==> src/rtl/super_i3_bch_outer_sched_pkg.sv <==
// Shared types, sizes and helpers for the I.3 outer BCH decoder scheduler.
package super_i3_bch_outer_sched_pkg;

  // Outer code geometry: 8 parallel decoders over GF(2^12).
  localparam int cDEC_NUM    = 8;
  localparam int cM          = 12;
  // Chien search cycles per frame: 3860 bits spread over 8 lanes.
  localparam int cFRAME_SIZE = 483;

  // Statistics counter width and the widest width sat_add handles.
  localparam int cCNT_W      = 32;
  localparam int cSAT_W      = 64;

  typedef enum logic [1:0] {FREE, FILLED, DECODING, READOUT} buf_state_t;

  // Add b to a and clamp the result at the all-ones value of a w-bit counter.
  function automatic logic [cSAT_W-1:0] sat_add(input logic [cSAT_W-1:0] a,
                                                input logic [cSAT_W-1:0] b,
                                                input int unsigned w);
    logic [cSAT_W:0] s;
    logic [cSAT_W:0] lim;
    s   = {1'b0, a} + {1'b0, b};
    lim = ((cSAT_W+1)'(1) << w) - (cSAT_W+1)'(1);
    return cSAT_W'((s > lim) ? lim : s);
  endfunction

endpackage

==> src/rtl/super_i3_bch_outer_dec_sched_if.sv <==
// Handshake bundle between the scheduler and the writer/syndrome/chien/reader stages.
interface super_i3_bch_outer_dec_sched_if
  import super_i3_bch_outer_sched_pkg::*;
#(
  parameter int pDEC_NUM = cDEC_NUM,
  parameter int pGF_W    = cM,
  parameter int pCNT_W   = cCNT_W
);
  logic                      iwr_done;
  logic                      owr_rdy;
  logic                      owr_ptr;
  logic                      osyn_start;
  logic                      osyn_ptr;
  logic                      ibm_val;
  logic                      ibm_ptr;
  logic                      obm_ack;
  logic                      ochien_start;
  logic                      ochien_ptr;
  logic                      ichien_done;
  logic                      ichien_ptr;
  logic [pDEC_NUM*pGF_W-1:0] ibiterr;
  logic [pDEC_NUM-1:0]       idecfail;
  logic                      ord_start;
  logic                      ord_ptr;
  logic                      ird_done;
  logic [pDEC_NUM*pGF_W-1:0] obiterr;
  logic [pDEC_NUM-1:0]       odecfail;
  logic                      ores_val;
  logic [pCNT_W-1:0]         ostat_bits;
  logic [pCNT_W-1:0]         ostat_fail;
  logic [pCNT_W-1:0]         ostat_frames;
  logic                      owdog_err;

  // Scheduler side.
  modport master (
    input  iwr_done, ibm_val, ibm_ptr, ichien_done, ichien_ptr, ibiterr, idecfail, ird_done,
    output owr_rdy, owr_ptr, osyn_start, osyn_ptr, obm_ack, ochien_start, ochien_ptr,
           ord_start, ord_ptr, obiterr, odecfail, ores_val,
           ostat_bits, ostat_fail, ostat_frames, owdog_err
  );

  // Pipeline stage side.
  modport slave (
    output iwr_done, ibm_val, ibm_ptr, ichien_done, ichien_ptr, ibiterr, idecfail, ird_done,
    input  owr_rdy, owr_ptr, osyn_start, osyn_ptr, obm_ack, ochien_start, ochien_ptr,
           ord_start, ord_ptr, obiterr, odecfail, ores_val,
           ostat_bits, ostat_fail, ostat_frames, owdog_err
  );
endinterface

==> src/rtl/super_i3_bch_outer_stat_cnt.sv <==
// Per-frame decode statistics: failed-lane popcount, corrected-bit sum, saturating totals.
module super_i3_bch_outer_stat_cnt
  import super_i3_bch_outer_sched_pkg::*;
#(
  parameter int pDEC_NUM = cDEC_NUM,
  parameter int pGF_W    = cM,
  parameter int pCNT_W   = cCNT_W
)(
  input  logic                      iclk,
  input  logic                      iresetn,
  input  logic                      iclkena,
  input  logic                      iupd,
  input  logic [pDEC_NUM*pGF_W-1:0] ibiterr,
  input  logic [pDEC_NUM-1:0]       idecfail,
  output logic [pCNT_W-1:0]         obits,
  output logic [pCNT_W-1:0]         ofail,
  output logic [pCNT_W-1:0]         oframes
);
  localparam int cPOP_W = $clog2(pDEC_NUM+1);
  localparam int cSUM_W = pGF_W + $clog2(pDEC_NUM) + 1;

  logic [cPOP_W-1:0] nfail;
  logic [cSUM_W-1:0] bsum;
  logic [pCNT_W-1:0] cnt_bits, cnt_fail, cnt_frames;

  // Lanes that failed contribute to the fail count only; their biterr is meaningless.
  always_comb begin
    nfail = '0;
    bsum  = '0;
    for (int l = 0; l < pDEC_NUM; l++) begin
      nfail = nfail + cPOP_W'(idecfail[l]);
      if (!idecfail[l]) bsum = bsum + cSUM_W'(ibiterr[l*pGF_W +: pGF_W]);
    end
  end

  // Saturating accumulation, one update per completed frame.
  always_ff @(posedge iclk or negedge iresetn) begin
    if (!iresetn) begin
      cnt_bits   <= '0;
      cnt_fail   <= '0;
      cnt_frames <= '0;
    end else if (iclkena && iupd) begin
      cnt_bits   <= pCNT_W'(sat_add(cSAT_W'(cnt_bits),   cSAT_W'(bsum),  pCNT_W));
      cnt_fail   <= pCNT_W'(sat_add(cSAT_W'(cnt_fail),   cSAT_W'(nfail), pCNT_W));
      cnt_frames <= pCNT_W'(sat_add(cSAT_W'(cnt_frames), cSAT_W'(1),     pCNT_W));
    end
  end

  assign obits   = cnt_bits;
  assign ofail   = cnt_fail;
  assign oframes = cnt_frames;
endmodule

==> src/rtl/super_i3_bch_outer_dec_sched.sv <==
// Ping-pong buffer scheduler for the I.3 outer BCH decoder: writer -> syn/BM -> chien -> reader.
module super_i3_bch_outer_dec_sched
  import super_i3_bch_outer_sched_pkg::*;
#(
  parameter int pDEC_NUM = cDEC_NUM,
  parameter int pGF_W    = cM,
  parameter int pCNT_W   = cCNT_W,
  parameter int pWDOG    = 1024
)(
  input  logic                          iclk,
  input  logic                          iresetn,
  input  logic                          iclkena,
  super_i3_bch_outer_dec_sched_if.master bus
);
  // The watchdog never fires before a healthy chien run could have finished.
  localparam int cWDOG = (pWDOG > cFRAME_SIZE + 8) ? pWDOG : cFRAME_SIZE + 9;
  localparam int cWD_W = $clog2(cWDOG + 1);

  buf_state_t                st [2];
  logic                      wr_ptr, last_fill;
  logic                      syn_busy, syn_start_q, syn_ptr_q;
  logic                      chien_busy, chien_ptr_q;
  logic                      rd_busy, rd_start_q, rd_ptr_q;
  logic                      res_val_q, wdog_err_q;
  logic [cWD_W-1:0]          wd_cnt;
  logic [pDEC_NUM*pGF_W-1:0] biterr_q;
  logic [pDEC_NUM-1:0]       decfail_q;

  logic f0, f1, r0, r1;
  logic wr_ok, syn_go, syn_sel, chien_start, wd_fire, rd_go, rd_sel;

  assign f0 = (st[0] == FILLED);
  assign f1 = (st[1] == FILLED);
  assign r0 = (st[0] == READOUT);
  assign r1 = (st[1] == READOUT);

  // Writes into a non-free buffer are dropped.
  assign wr_ok       = iclkena & bus.iwr_done & (st[wr_ptr] == FREE);
  // With both buffers filled, the one not written last is the older frame.
  assign syn_go      = ~syn_busy & (f0 | f1);
  assign syn_sel     = (f0 & f1) ? ~last_fill : f1;
  // A done in the same cycle as a BM result pushes the new start out by one cycle.
  assign chien_start = iclkena & bus.ibm_val & ~chien_busy & ~bus.ichien_done;
  assign wd_fire     = chien_busy & ~bus.ichien_done & (wd_cnt == cWD_W'(cWDOG - 1));
  assign rd_go       = ~rd_busy & (r0 | r1);
  assign rd_sel      = ~r0;

  // Buffer state machines, stage busy flags, result capture and watchdog.
  always_ff @(posedge iclk or negedge iresetn) begin
    if (!iresetn) begin
      st[0]       <= FREE;
      st[1]       <= FREE;
      wr_ptr      <= 1'b0;
      last_fill   <= 1'b0;
      syn_busy    <= 1'b0;
      syn_start_q <= 1'b0;
      syn_ptr_q   <= 1'b0;
      chien_busy  <= 1'b0;
      chien_ptr_q <= 1'b0;
      rd_busy     <= 1'b0;
      rd_start_q  <= 1'b0;
      rd_ptr_q    <= 1'b0;
      res_val_q   <= 1'b0;
      wdog_err_q  <= 1'b0;
      wd_cnt      <= '0;
      biterr_q    <= '0;
      decfail_q   <= '0;
    end else if (iclkena) begin
      syn_start_q <= 1'b0;
      rd_start_q  <= 1'b0;
      res_val_q   <= 1'b0;

      if (wr_ok) begin
        st[wr_ptr] <= FILLED;
        wr_ptr     <= ~wr_ptr;
        last_fill  <= wr_ptr;
      end

      if (syn_go) begin
        st[syn_sel] <= DECODING;
        syn_start_q <= 1'b1;
        syn_ptr_q   <= syn_sel;
        syn_busy    <= 1'b1;
      end else if (chien_start) begin
        syn_busy <= 1'b0;
      end

      if (chien_start) begin
        chien_busy  <= 1'b1;
        chien_ptr_q <= bus.ibm_ptr;
        wd_cnt      <= '0;
      end else if (bus.ichien_done) begin
        chien_busy <= 1'b0;
        if (st[bus.ichien_ptr] == DECODING) st[bus.ichien_ptr] <= READOUT;
        biterr_q  <= bus.ibiterr;
        decfail_q <= bus.idecfail;
        res_val_q <= 1'b1;
      end else if (wd_fire) begin
        chien_busy       <= 1'b0;
        wdog_err_q       <= 1'b1;
        st[chien_ptr_q]  <= READOUT;
        biterr_q         <= '0;
        decfail_q        <= '1;
        res_val_q        <= 1'b1;
      end else if (chien_busy) begin
        wd_cnt <= wd_cnt + cWD_W'(1);
      end

      if (rd_go) begin
        rd_start_q <= 1'b1;
        rd_ptr_q   <= rd_sel;
        rd_busy    <= 1'b1;
      end else if (rd_busy && bus.ird_done) begin
        st[rd_ptr_q] <= FREE;
        rd_busy      <= 1'b0;
      end
    end
  end

  super_i3_bch_outer_stat_cnt #(
    .pDEC_NUM (pDEC_NUM),
    .pGF_W    (pGF_W),
    .pCNT_W   (pCNT_W)
  ) u_stat (
    .iclk     (iclk),
    .iresetn  (iresetn),
    .iclkena  (iclkena),
    .iupd     (bus.ichien_done),
    .ibiterr  (bus.ibiterr),
    .idecfail (bus.idecfail),
    .obits    (bus.ostat_bits),
    .ofail    (bus.ostat_fail),
    .oframes  (bus.ostat_frames)
  );

  // Registered pulses are masked while the clock enable is low so each shows once.
  assign bus.owr_rdy      = (st[wr_ptr] == FREE);
  assign bus.owr_ptr      = wr_ptr;
  assign bus.osyn_start   = syn_start_q & iclkena;
  assign bus.osyn_ptr     = syn_ptr_q;
  assign bus.ochien_start = chien_start;
  assign bus.obm_ack      = chien_start;
  assign bus.ochien_ptr   = bus.ibm_ptr;
  assign bus.ord_start    = rd_start_q & iclkena;
  assign bus.ord_ptr      = rd_ptr_q;
  assign bus.obiterr      = biterr_q;
  assign bus.odecfail     = decfail_q;
  assign bus.ores_val     = res_val_q & iclkena;
  assign bus.owdog_err    = wdog_err_q;
endmodule

==> src/flat_wrapper.sv <==
// flat-port wrapper written by rule: the top's interface ports become plain ports
module super_i3_bch_outer_dec_sched_flat import super_i3_bch_outer_sched_pkg::*;
#(
  parameter int pDEC_NUM = cDEC_NUM,
  parameter int pGF_W    = cM,
  parameter int pCNT_W   = cCNT_W,
  parameter int pWDOG    = 1024
)
  (iclk, iresetn, iclkena, bus_iwr_done, bus_ibm_val, bus_ibm_ptr, bus_ichien_done, bus_ichien_ptr, bus_ibiterr, bus_idecfail, bus_ird_done, bus_owr_rdy, bus_owr_ptr, bus_osyn_start, bus_osyn_ptr, bus_obm_ack, bus_ochien_start, bus_ochien_ptr, bus_ord_start, bus_ord_ptr, bus_obiterr, bus_odecfail, bus_ores_val, bus_ostat_bits, bus_ostat_fail, bus_ostat_frames, bus_owdog_err);
  super_i3_bch_outer_dec_sched_if #(.pDEC_NUM(pDEC_NUM), .pGF_W(pGF_W), .pCNT_W(pCNT_W)) bus_i ();
  input  logic iclk;
  input  logic iresetn;
  input  logic iclkena;
  input wire logic [$bits(bus_i.iwr_done)-1:0] bus_iwr_done;
  input wire logic [$bits(bus_i.ibm_val)-1:0] bus_ibm_val;
  input wire logic [$bits(bus_i.ibm_ptr)-1:0] bus_ibm_ptr;
  input wire logic [$bits(bus_i.ichien_done)-1:0] bus_ichien_done;
  input wire logic [$bits(bus_i.ichien_ptr)-1:0] bus_ichien_ptr;
  input wire logic [$bits(bus_i.ibiterr)-1:0] bus_ibiterr;
  input wire logic [$bits(bus_i.idecfail)-1:0] bus_idecfail;
  input wire logic [$bits(bus_i.ird_done)-1:0] bus_ird_done;
  output wire logic [$bits(bus_i.owr_rdy)-1:0] bus_owr_rdy;
  output wire logic [$bits(bus_i.owr_ptr)-1:0] bus_owr_ptr;
  output wire logic [$bits(bus_i.osyn_start)-1:0] bus_osyn_start;
  output wire logic [$bits(bus_i.osyn_ptr)-1:0] bus_osyn_ptr;
  output wire logic [$bits(bus_i.obm_ack)-1:0] bus_obm_ack;
  output wire logic [$bits(bus_i.ochien_start)-1:0] bus_ochien_start;
  output wire logic [$bits(bus_i.ochien_ptr)-1:0] bus_ochien_ptr;
  output wire logic [$bits(bus_i.ord_start)-1:0] bus_ord_start;
  output wire logic [$bits(bus_i.ord_ptr)-1:0] bus_ord_ptr;
  output wire logic [$bits(bus_i.obiterr)-1:0] bus_obiterr;
  output wire logic [$bits(bus_i.odecfail)-1:0] bus_odecfail;
  output wire logic [$bits(bus_i.ores_val)-1:0] bus_ores_val;
  output wire logic [$bits(bus_i.ostat_bits)-1:0] bus_ostat_bits;
  output wire logic [$bits(bus_i.ostat_fail)-1:0] bus_ostat_fail;
  output wire logic [$bits(bus_i.ostat_frames)-1:0] bus_ostat_frames;
  output wire logic [$bits(bus_i.owdog_err)-1:0] bus_owdog_err;
  assign bus_i.iwr_done = bus_iwr_done;
  assign bus_i.ibm_val = bus_ibm_val;
  assign bus_i.ibm_ptr = bus_ibm_ptr;
  assign bus_i.ichien_done = bus_ichien_done;
  assign bus_i.ichien_ptr = bus_ichien_ptr;
  assign bus_i.ibiterr = bus_ibiterr;
  assign bus_i.idecfail = bus_idecfail;
  assign bus_i.ird_done = bus_ird_done;
  assign bus_owr_rdy = bus_i.owr_rdy;
  assign bus_owr_ptr = bus_i.owr_ptr;
  assign bus_osyn_start = bus_i.osyn_start;
  assign bus_osyn_ptr = bus_i.osyn_ptr;
  assign bus_obm_ack = bus_i.obm_ack;
  assign bus_ochien_start = bus_i.ochien_start;
  assign bus_ochien_ptr = bus_i.ochien_ptr;
  assign bus_ord_start = bus_i.ord_start;
  assign bus_ord_ptr = bus_i.ord_ptr;
  assign bus_obiterr = bus_i.obiterr;
  assign bus_odecfail = bus_i.odecfail;
  assign bus_ores_val = bus_i.ores_val;
  assign bus_ostat_bits = bus_i.ostat_bits;
  assign bus_ostat_fail = bus_i.ostat_fail;
  assign bus_ostat_frames = bus_i.ostat_frames;
  assign bus_owdog_err = bus_i.owdog_err;
  super_i3_bch_outer_dec_sched #(.pDEC_NUM(pDEC_NUM), .pGF_W(pGF_W), .pCNT_W(pCNT_W), .pWDOG(pWDOG)) u_core (.iclk(iclk), .iresetn(iresetn), .iclkena(iclkena), .bus(bus_i));
endmodule
==> config.mk <==
export PLATFORM = sky130hd
export DESIGN_NAME = super_i3_bch_outer_dec_sched_flat
export DESIGN_NICKNAME = d
export VERILOG_FILES = /design/src/rtl/super_i3_bch_outer_sched_pkg.sv /design/src/rtl/super_i3_bch_outer_dec_sched_if.sv /design/src/rtl/super_i3_bch_outer_stat_cnt.sv /design/src/rtl/super_i3_bch_outer_dec_sched.sv /design/src/flat_wrapper.sv
export SDC_FILE = /design/constraint.sdc
export NUM_CORES = 1
export LEC_CHECK = 0
export ABC_AREA = 0
export CAP_MARGIN = 20
export CORE_MARGIN = 4
export CORE_UTILIZATION = 33
export CTS_CLUSTER_DIAMETER = 100
export DETAILED_ROUTE_END_ITERATION = 10
export GPL_ROUTABILITY_DRIVEN = 0
export PLACE_DENSITY = 0.65
export SYNTH_ARGS = -nofsm -noshare
export SYNTH_HDL_FRONTEND = slang
export SYNTH_SLANG_ARGS = --single-unit
==> constraint.sdc <==
create_clock -name iclk -period 4 [get_ports iclk]
set_input_delay 0.6 -clock iclk [delete_from_list [all_inputs] [get_ports iclk]]
set_output_delay 0.6 -clock iclk [all_outputs]
set_load 0.05 [all_outputs]
## Word-level counts from Yosys, hierarchy flattened

Index checks and enable logic that the tools add are counted.

| word-level totals | value |
|---|---|
| input port bits | 113 |
| logic and storage cells | 179 |
| register bits after elaboration | 227 |
| output and inout bits | 211 |

| operators by class | value |
|---|---|
| $lt $le $gt $ge | 13 |
| bitwise operators | 38 |
| add/subtract/negate cells | 18 |
| reduce and logical (&&, ||, !) cells | 23 |
| muxes and demuxes | 59 |
| eq/ne operators | 8 |

Operators by type and width:

| cell | number |
|---|---|
| $mux 96 | 2 |
| $add 16x12->16 | 7 |
| $mux 16 | 7 |
| $gt 33x32->1 const B | 3 |
| $mux 32 | 3 |
| $mux 11 | 4 |
| $mux 4 | 11 |
| $add 32x1->33 const B | 1 |
| $add 32x16->33 | 1 |
| $add 32x4->33 | 1 |
| $mux 2 | 11 |
| $add 4x1->4 | 4 |
| $mux 8 | 2 |
| $reduce_and 2->1 | 7 |
| $and 1x1->1 | 13 |
| $mux 1 | 13 |
| $mux 12 | 1 |
| $add 11x1->11 const B | 1 |
| $eq 11x10->1 const B | 1 |
| $demux 2 s1 | 5 |
| $ge 2x2->1 const B | 5 |
| $lt 2x1->1 const B | 5 |
| $not 1->2 | 5 |
| $not 1->1 | 8 |
| 20 further kinds | 38 |

## Logic depth before layout (Yosys ltp)

| depth | value |
|---|---|
| depth after elaboration | 20 |
| mapped depth | 60 |

## Modules after synthesis

Synthesis repeated with hierarchy kept, for this count alone.

| second synthesis, totals | value |
|---|---|
| cells, all modules | 1,800 |
| area total of the unflattened synthesis | 16,265.6 um^2 |

By module, submodules not included:

| module | instances | cells an instance | area an instance (um^2) |
|---|---|---|---|
| super_i3_bch_outer_stat_cnt | 1 | 1,403 | 11,143.2 |
| super_i3_bch_outer_dec_sched | 1 | 397 | 5,122.4 |

## Worst setup path after synthesis

Ideal clock, no wire load.

| timing path | value |
|---|---|
| path type | in2reg |
| from | input port bus_idecfail[0] |
| to | register u_core.u_stat.cnt_bits[10] (netlist: u_core.u_stat.obits[10]) |
| required time | 3,860 ps |
| arrival | 11,006 ps |
| slack | -7,147 ps |
| path buffers | 2 |
| cell stages on the path | 57 |
| path through | buf_4 > nor2b_1 > ha_1 > a21o_1 > maj3_2 > maj3_2 > nand2_1 > a21boi_0 > o31ai_1 > ha_1 > o211a_1 > o31ai_2 > nor2b_1 > xor2_1 > o21ai_0 > ha_1 > o21a_1 > o21ai_0 > (+21 left out) > mux2_2 > ha_1 > nor2_1 > a2111oi_2 > nand2b_1 > or3b_1 > mux2_2 > nand4b_1 > o31ai_2 > xor2_1 > ha_1 > and2_1 > nand4_1 > nand2_1 > a21oi_1 > or2_2 > clkbuf_1 > a31oi_1 |

| on the way | value |
|---|---|
| cells in the longest elaborated chain, start to end | 18 |

Ends and longest elaborated chain:

| what | line | source |
|---|---|---|
| start: declaration | flat_wrapper.sv:20 | `input wire logic [$bits(bus_i.idecfail)-1:0] bus_idecfail;` |
| $mux 12 * | super_i3_bch_outer_stat_cnt.sv:32 | `if (!idecfail[l]) bsum = bsum + cSUM_W'(ibiterr[l*pGF_W +: pGF_W]);` |
| $add 16x12->16 | super_i3_bch_outer_stat_cnt.sv:32 |  |
| $mux 16 * | super_i3_bch_outer_stat_cnt.sv:32 |  |
| $add 16x12->16 | super_i3_bch_outer_stat_cnt.sv:32 |  |
| $mux 16 * | super_i3_bch_outer_stat_cnt.sv:32 |  |
| $add 16x12->16 | super_i3_bch_outer_stat_cnt.sv:32 |  |
| $mux 16 * | super_i3_bch_outer_stat_cnt.sv:32 |  |
| $add 16x12->16 | super_i3_bch_outer_stat_cnt.sv:32 |  |
| (+2 left out) | n/a |  |
| $mux 16 * | super_i3_bch_outer_stat_cnt.sv:32 |  |
| $add 16x12->16 | super_i3_bch_outer_stat_cnt.sv:32 |  |
| $mux 16 * | super_i3_bch_outer_stat_cnt.sv:32 |  |
| $add 16x12->16 | super_i3_bch_outer_stat_cnt.sv:32 |  |
| $mux 16 * | super_i3_bch_outer_stat_cnt.sv:32 |  |
| $add 32x16->33 * | super_i3_bch_outer_sched_pkg.sv:22 | `s = {1'b0, a} + {1'b0, b};` |
| $gt 33x32->1 | super_i3_bch_outer_sched_pkg.sv:24 | `return cSAT_W'((s > lim) ? lim : s);` |
| $mux 32 * | super_i3_bch_outer_sched_pkg.sv:24 |  |
| end signal: assignment | super_i3_bch_outer_stat_cnt.sv:43 | `cnt_bits <= pCNT_W'(sat_add(cSAT_W'(cnt_bits), cSAT_W'(bsum), pCNT_W));` |
| end: declaration | super_i3_bch_outer_stat_cnt.sv:24 | `logic [pCNT_W-1:0] cnt_bits, cnt_fail, cnt_frames;` |

Every way passes the cells marked *; elsewhere a longest branch is shown, timed or not.
A chain may end at the register's enable or synchronous reset.

## Final worst setup path

| timing path | value |
|---|---|
| from | input port bus_ibiterr[0] |
| to | register u_core.u_stat.cnt_bits[29] (netlist: u_core.u_stat.obits[29]) |

| on the way | value |
|---|---|
| cells in the longest elaborated chain, start to end | 18 |

Ends and longest elaborated chain:

| what | line | source |
|---|---|---|
| start: declaration | flat_wrapper.sv:19 | `input wire logic [$bits(bus_i.ibiterr)-1:0] bus_ibiterr;` |
| $mux 12 * | super_i3_bch_outer_stat_cnt.sv:32 |  |
| $add 16x12->16 | super_i3_bch_outer_stat_cnt.sv:32 |  |
| $mux 16 * | super_i3_bch_outer_stat_cnt.sv:32 |  |
| $add 16x12->16 | super_i3_bch_outer_stat_cnt.sv:32 |  |
| $mux 16 * | super_i3_bch_outer_stat_cnt.sv:32 |  |
| $add 16x12->16 | super_i3_bch_outer_stat_cnt.sv:32 |  |
| $mux 16 * | super_i3_bch_outer_stat_cnt.sv:32 |  |
| $add 16x12->16 | super_i3_bch_outer_stat_cnt.sv:32 |  |
| (+2 left out) | n/a |  |
| $mux 16 * | super_i3_bch_outer_stat_cnt.sv:32 |  |
| $add 16x12->16 | super_i3_bch_outer_stat_cnt.sv:32 |  |
| $mux 16 * | super_i3_bch_outer_stat_cnt.sv:32 |  |
| $add 16x12->16 | super_i3_bch_outer_stat_cnt.sv:32 |  |
| $mux 16 * | super_i3_bch_outer_stat_cnt.sv:32 |  |
| $add 32x16->33 * | super_i3_bch_outer_sched_pkg.sv:22 |  |
| $gt 33x32->1 | super_i3_bch_outer_sched_pkg.sv:24 |  |
| $mux 32 * | super_i3_bch_outer_sched_pkg.sv:24 |  |

Marks and branches as above.

==> impl_metrics.json <==
{
  "dr.pass1.iters": 6,
  "hold_path.class": "in -> async",
  "p_total_w": 0.0189,
  "clockBufferDepth": 3,
  "synth_top_family_by_area": "compound AO/OA/AOI/OAI gates",
  "cp_common_cell": "ha_4",
  "rsz0062_at_grt": "yes",
  "ir_drop_mv": 0.647,
  "synth-async-reset-ratio": 1.00,
  "dieArea_mm2": 0.0534,
  "routed_via_density": 5.21,
  "end_kind": "flip-flop",
  "ys.flop_type": "dfrtp_1",
  "tightest_slew_ns": 0.782,
  "grt_max_degree": 98,
  "violations": "setup timing",
  "path_class": "in -> reg",
  "report.final.slew_viol_count": 0,
  "setup_tns_ns": -231.05,
  "critPathLaunchType": "input port",
  "fin_crit_sh": 2.62,
  "initial_core_util": 0.335,
  "io_pins": 324,
  "ant_nets": 0,
  "critical_path.max_stage_delay_ns": 0.40,
  "leakage_nw": 11.8,
  "portBuffers": 323,
  "grt_pass1_wl_mm": 92.9,
  "skew_ns": 0.0112,
  "synth_top_area_cell": "dfrtp_1",
  "ys_top_cells_by_area": "dfrtp_1, ha_1, a22o_1",
  "ys_ff_latch": 227,
  "maxSlewHeadroom": 0.479,
  "met1_usage": 0.281,
  "synthCells": 1834,
  "fin_ws_ns": -6.49,
  "synth_fa_ha_area_frac": 0.110,
  "cts_tree": "done",
  "yosysTopAreaCellShare": 0.346,
  "synthesis.area_mm2": 0.0164,
  "syn_avg_cell_area_um2": 8.95,
  "grt.busiest_layer": "met2",
  "powerDensity_mw_per_mm2": 732,
  "synth-simple-area-share": 0.175,
  "clk_latency_ns": 0.56,
  "synth_cell_type_count": 96,
  "hpwl_mm": 44.7,
  "synth_compound_area_frac": 0.236,
  "outcome": "complete, but fails checks",
  "grt.met3_usage": 0.0260,
  "vias": 17000,
  "clock.fmax_ghz": 0.0953,
  "wire_per_inst_um": 17.9,
  "grt_overflow": 0,
  "synth_nets": 2081,
  "die_y_um": 231,
  "clockRootBuffer": "clkbuf_16",
  "synth_edf_count": 0,
  "use_met2": 0.359,
  "h-tree-depth": 1,
  "ys_seq_area_frac": 0.346,
  "grt_pass1_vias": 17100,
  "grt_usage": 0.211,
  "area_growth_pct": 57.0,
  "path_clk_slew_ns": 0.06,
  "drt-total-wl_mm": 58.3,
  "drive_above_1_share": 0.278,
  "nNetsFinal": 2824,
  "core_mm2": 0.0491,
  "drc": 0,
  "diodes": 0,
  "setup_viol": 64,
  "hold_slack_ns": 0.0820,
  "min_period_ns": 10.49,
  "worstPathArrival_ns": 10.94,
  "hold_violations": 0,
  "cts-buffers-inserted": 28,
  "critPathSlowestCell": "fa_2",
  "yosysWarnings": 0,
  "synthTopCellsByCount": "dfrtp_1, nand2_1, nor2_1",
  "muxShareOfSynthArea": 0.0262,
  "synth-xor-area-share": 0.0676,
  "drt_iter0_drc": 929,
  "path_max_fanout": 4,
  "clock_sinks": 227,
  "row_count": 81,
  "antenna_found_initial": 0,
  "maxCapViolations": 0,
  "die_w_um": 231,
  "cp.required_ns": 4.45,
  "synth.most_common_cell": "dfrtp_1"
}
-- where the power goes --
group	internal [W]	total, W	leakage (nW)	switching (W)
clock network	0.00152	0.00257	0.449	0.00105
registers	0.00271	0.00313	2.84	0.000419
logic	0.00650	0.0132	8.47	0.00665
-- cells by family (layout without fill, tap and decap cells) --
| logic type | count (synthesis) | after routing |
|---|---|---|
| AOI/OAI and AO/OA | 558 | 558 |
| xor gates and xnor gates | 122 | 122 |
| adders and majority gates | 137 | 137 |
| buffers and inverters | 159 | 921 |
| DFF | 227 | 227 |
| muxes | 39 | 39 |
| and+or+nand+nor | 592 | 592 |
-- worst max-delay path: cells and delay by family --
family | cells | cell delay, ns
and+or+nand+nor | 16 | 2.18
muxes | 5 | 1.43
AOI/OAI and AO/OA | 17 | 2.59
adders and majority gates | 10 | 2.83
xor gates and xnor gates | 7 | 1.16
buffers and inverters | 2 | 0.16
-- metrics by stage --
step	instances	setup slack, ns	util	area [um2]
2_1_floorplan	1834	-6.36	-	16800
3_3_place_gp	3163	-7.36	0.484	23700
3_5_place_dp	3163	-7.66	0.484	23700
4_1_cts	3248	-6.25	0.521	25500
5_1_grt	3260	-6.88	0.525	25800
6_report	3260	-6.49	0.525	25800
-- final cells by class --
type / count / area [um2]
Clock buffer: 38 / 798
Fill cell: 4462 / 23300
Tap cell: 664 / 831
Inverter: 84 / 317
Clock inverter: 11 / 131
Multi-Input combinational cell: 1448 / 11100
Sequential cell: 227 / 5680
Timing Repair Buffer: 788 / 6940
-- path summary, 6_finish.rpt --
| check | start | end | slack (ns) | depth (start not counted) |
|---|---|---|---|---|
| hold / removal | iresetn | u_core.wd_cnt[5]$_DFFE_PN0P_ | 0.08 | 1 |
| max in group asynchronous | iresetn | u_core.bus.obiterr[89]$_DFFE_PN0P_ | 3.00 | 2 |
| setup reg to reg | u_core.u_stat.ofail[0]$_DFFE_PN0P_ | u_core.u_stat.ofail[5]$_DFFE_PN0P_ | -0.28 | 16 |
| min in group iclk | bus_ibiterr[1] | u_core.bus.obiterr[1]$_DFFE_PN0P_ | 0.28 | 2 |
| hold reg to reg | u_core.bus.owdog_err$_DFFE_PN0P_ | u_core.bus.owdog_err$_DFFE_PN0P_ | 0.46 | 1 |
| setup / recovery | bus_ibiterr[0] | u_core.u_stat.obits[29]$_DFFE_PN0P_ | -6.49 | 57 |
-- layout by cell type, fill, tap and decap left out, drive strengths merged, types with 9 or more instances in the layout --
| cell type | instances |
|---|---|
| a211oi | 15 |
| a21o | 49 |
| a21oi | 127 |
| a22o | 90 |
| a31oi | 58 |
| a41oi | 12 |
| and2 | 20 |
| and3 | 23 |
| buf | 474 |
| clkbuf | 38 |
| clkdlybuf4s50 | 313 |
| dfrtp | 227 |
| fa | 13 |
| ha | 121 |
| inv | 83 |
| mux2 | 32 |
| nand2 | 182 |
| nand2b | 27 |
| nand3 | 42 |
| nand4 | 27 |
| nor2 | 144 |
| nor2b | 35 |
| nor3 | 35 |
| nor4 | 10 |
| o211ai | 9 |
| o21a | 24 |
| o21ai | 94 |
| o22a | 9 |
| o31ai | 12 |
| or3 | 13 |
| xnor2 | 60 |
| xor2 | 61 |
-- registers in the layout (all words and copies together) (netlist names) --
signal and count:
u_core.last_fill 1, u_core.res_val_q 1, u_core.st 4, u_core.bus.owdog_err 1, u_core.bus.owr_ptr 1, u_core.bus.osyn_ptr 1
u_core.u_stat.oframes 32, u_core.bus.obiterr 96, u_core.syn_start_q 1, u_core.rd_start_q 1, u_core.syn_busy 1, u_core.bus.odecfail 8
u_core.u_stat.obits 32, u_core.chien_ptr_q 1, u_core.rd_busy 1, u_core.u_stat.ofail 32, u_core.chien_busy 1, u_core.wd_cnt 11
u_core.bus.ord_ptr 1
-- layer usage --
layer	up-vias	wire (um)
met2	481	27600
met4	0	1750
met1	8231	26000
li1	8166	-
met5	-	0
met3	102	2870
-- timing repair --
| item | in CTS | in global routing |
|---|---|---|
| setup endpoints to repair | 64 | 64 |
| hold buffers | 0 | 0 |
| gates cloned | 2 | 1 |
| pin swaps | 49 | 30 |
| gates resized for setup | 141 | 28 |
| buffers inserted | 34 | 11 |
Power figures use the tool's default switching activity.
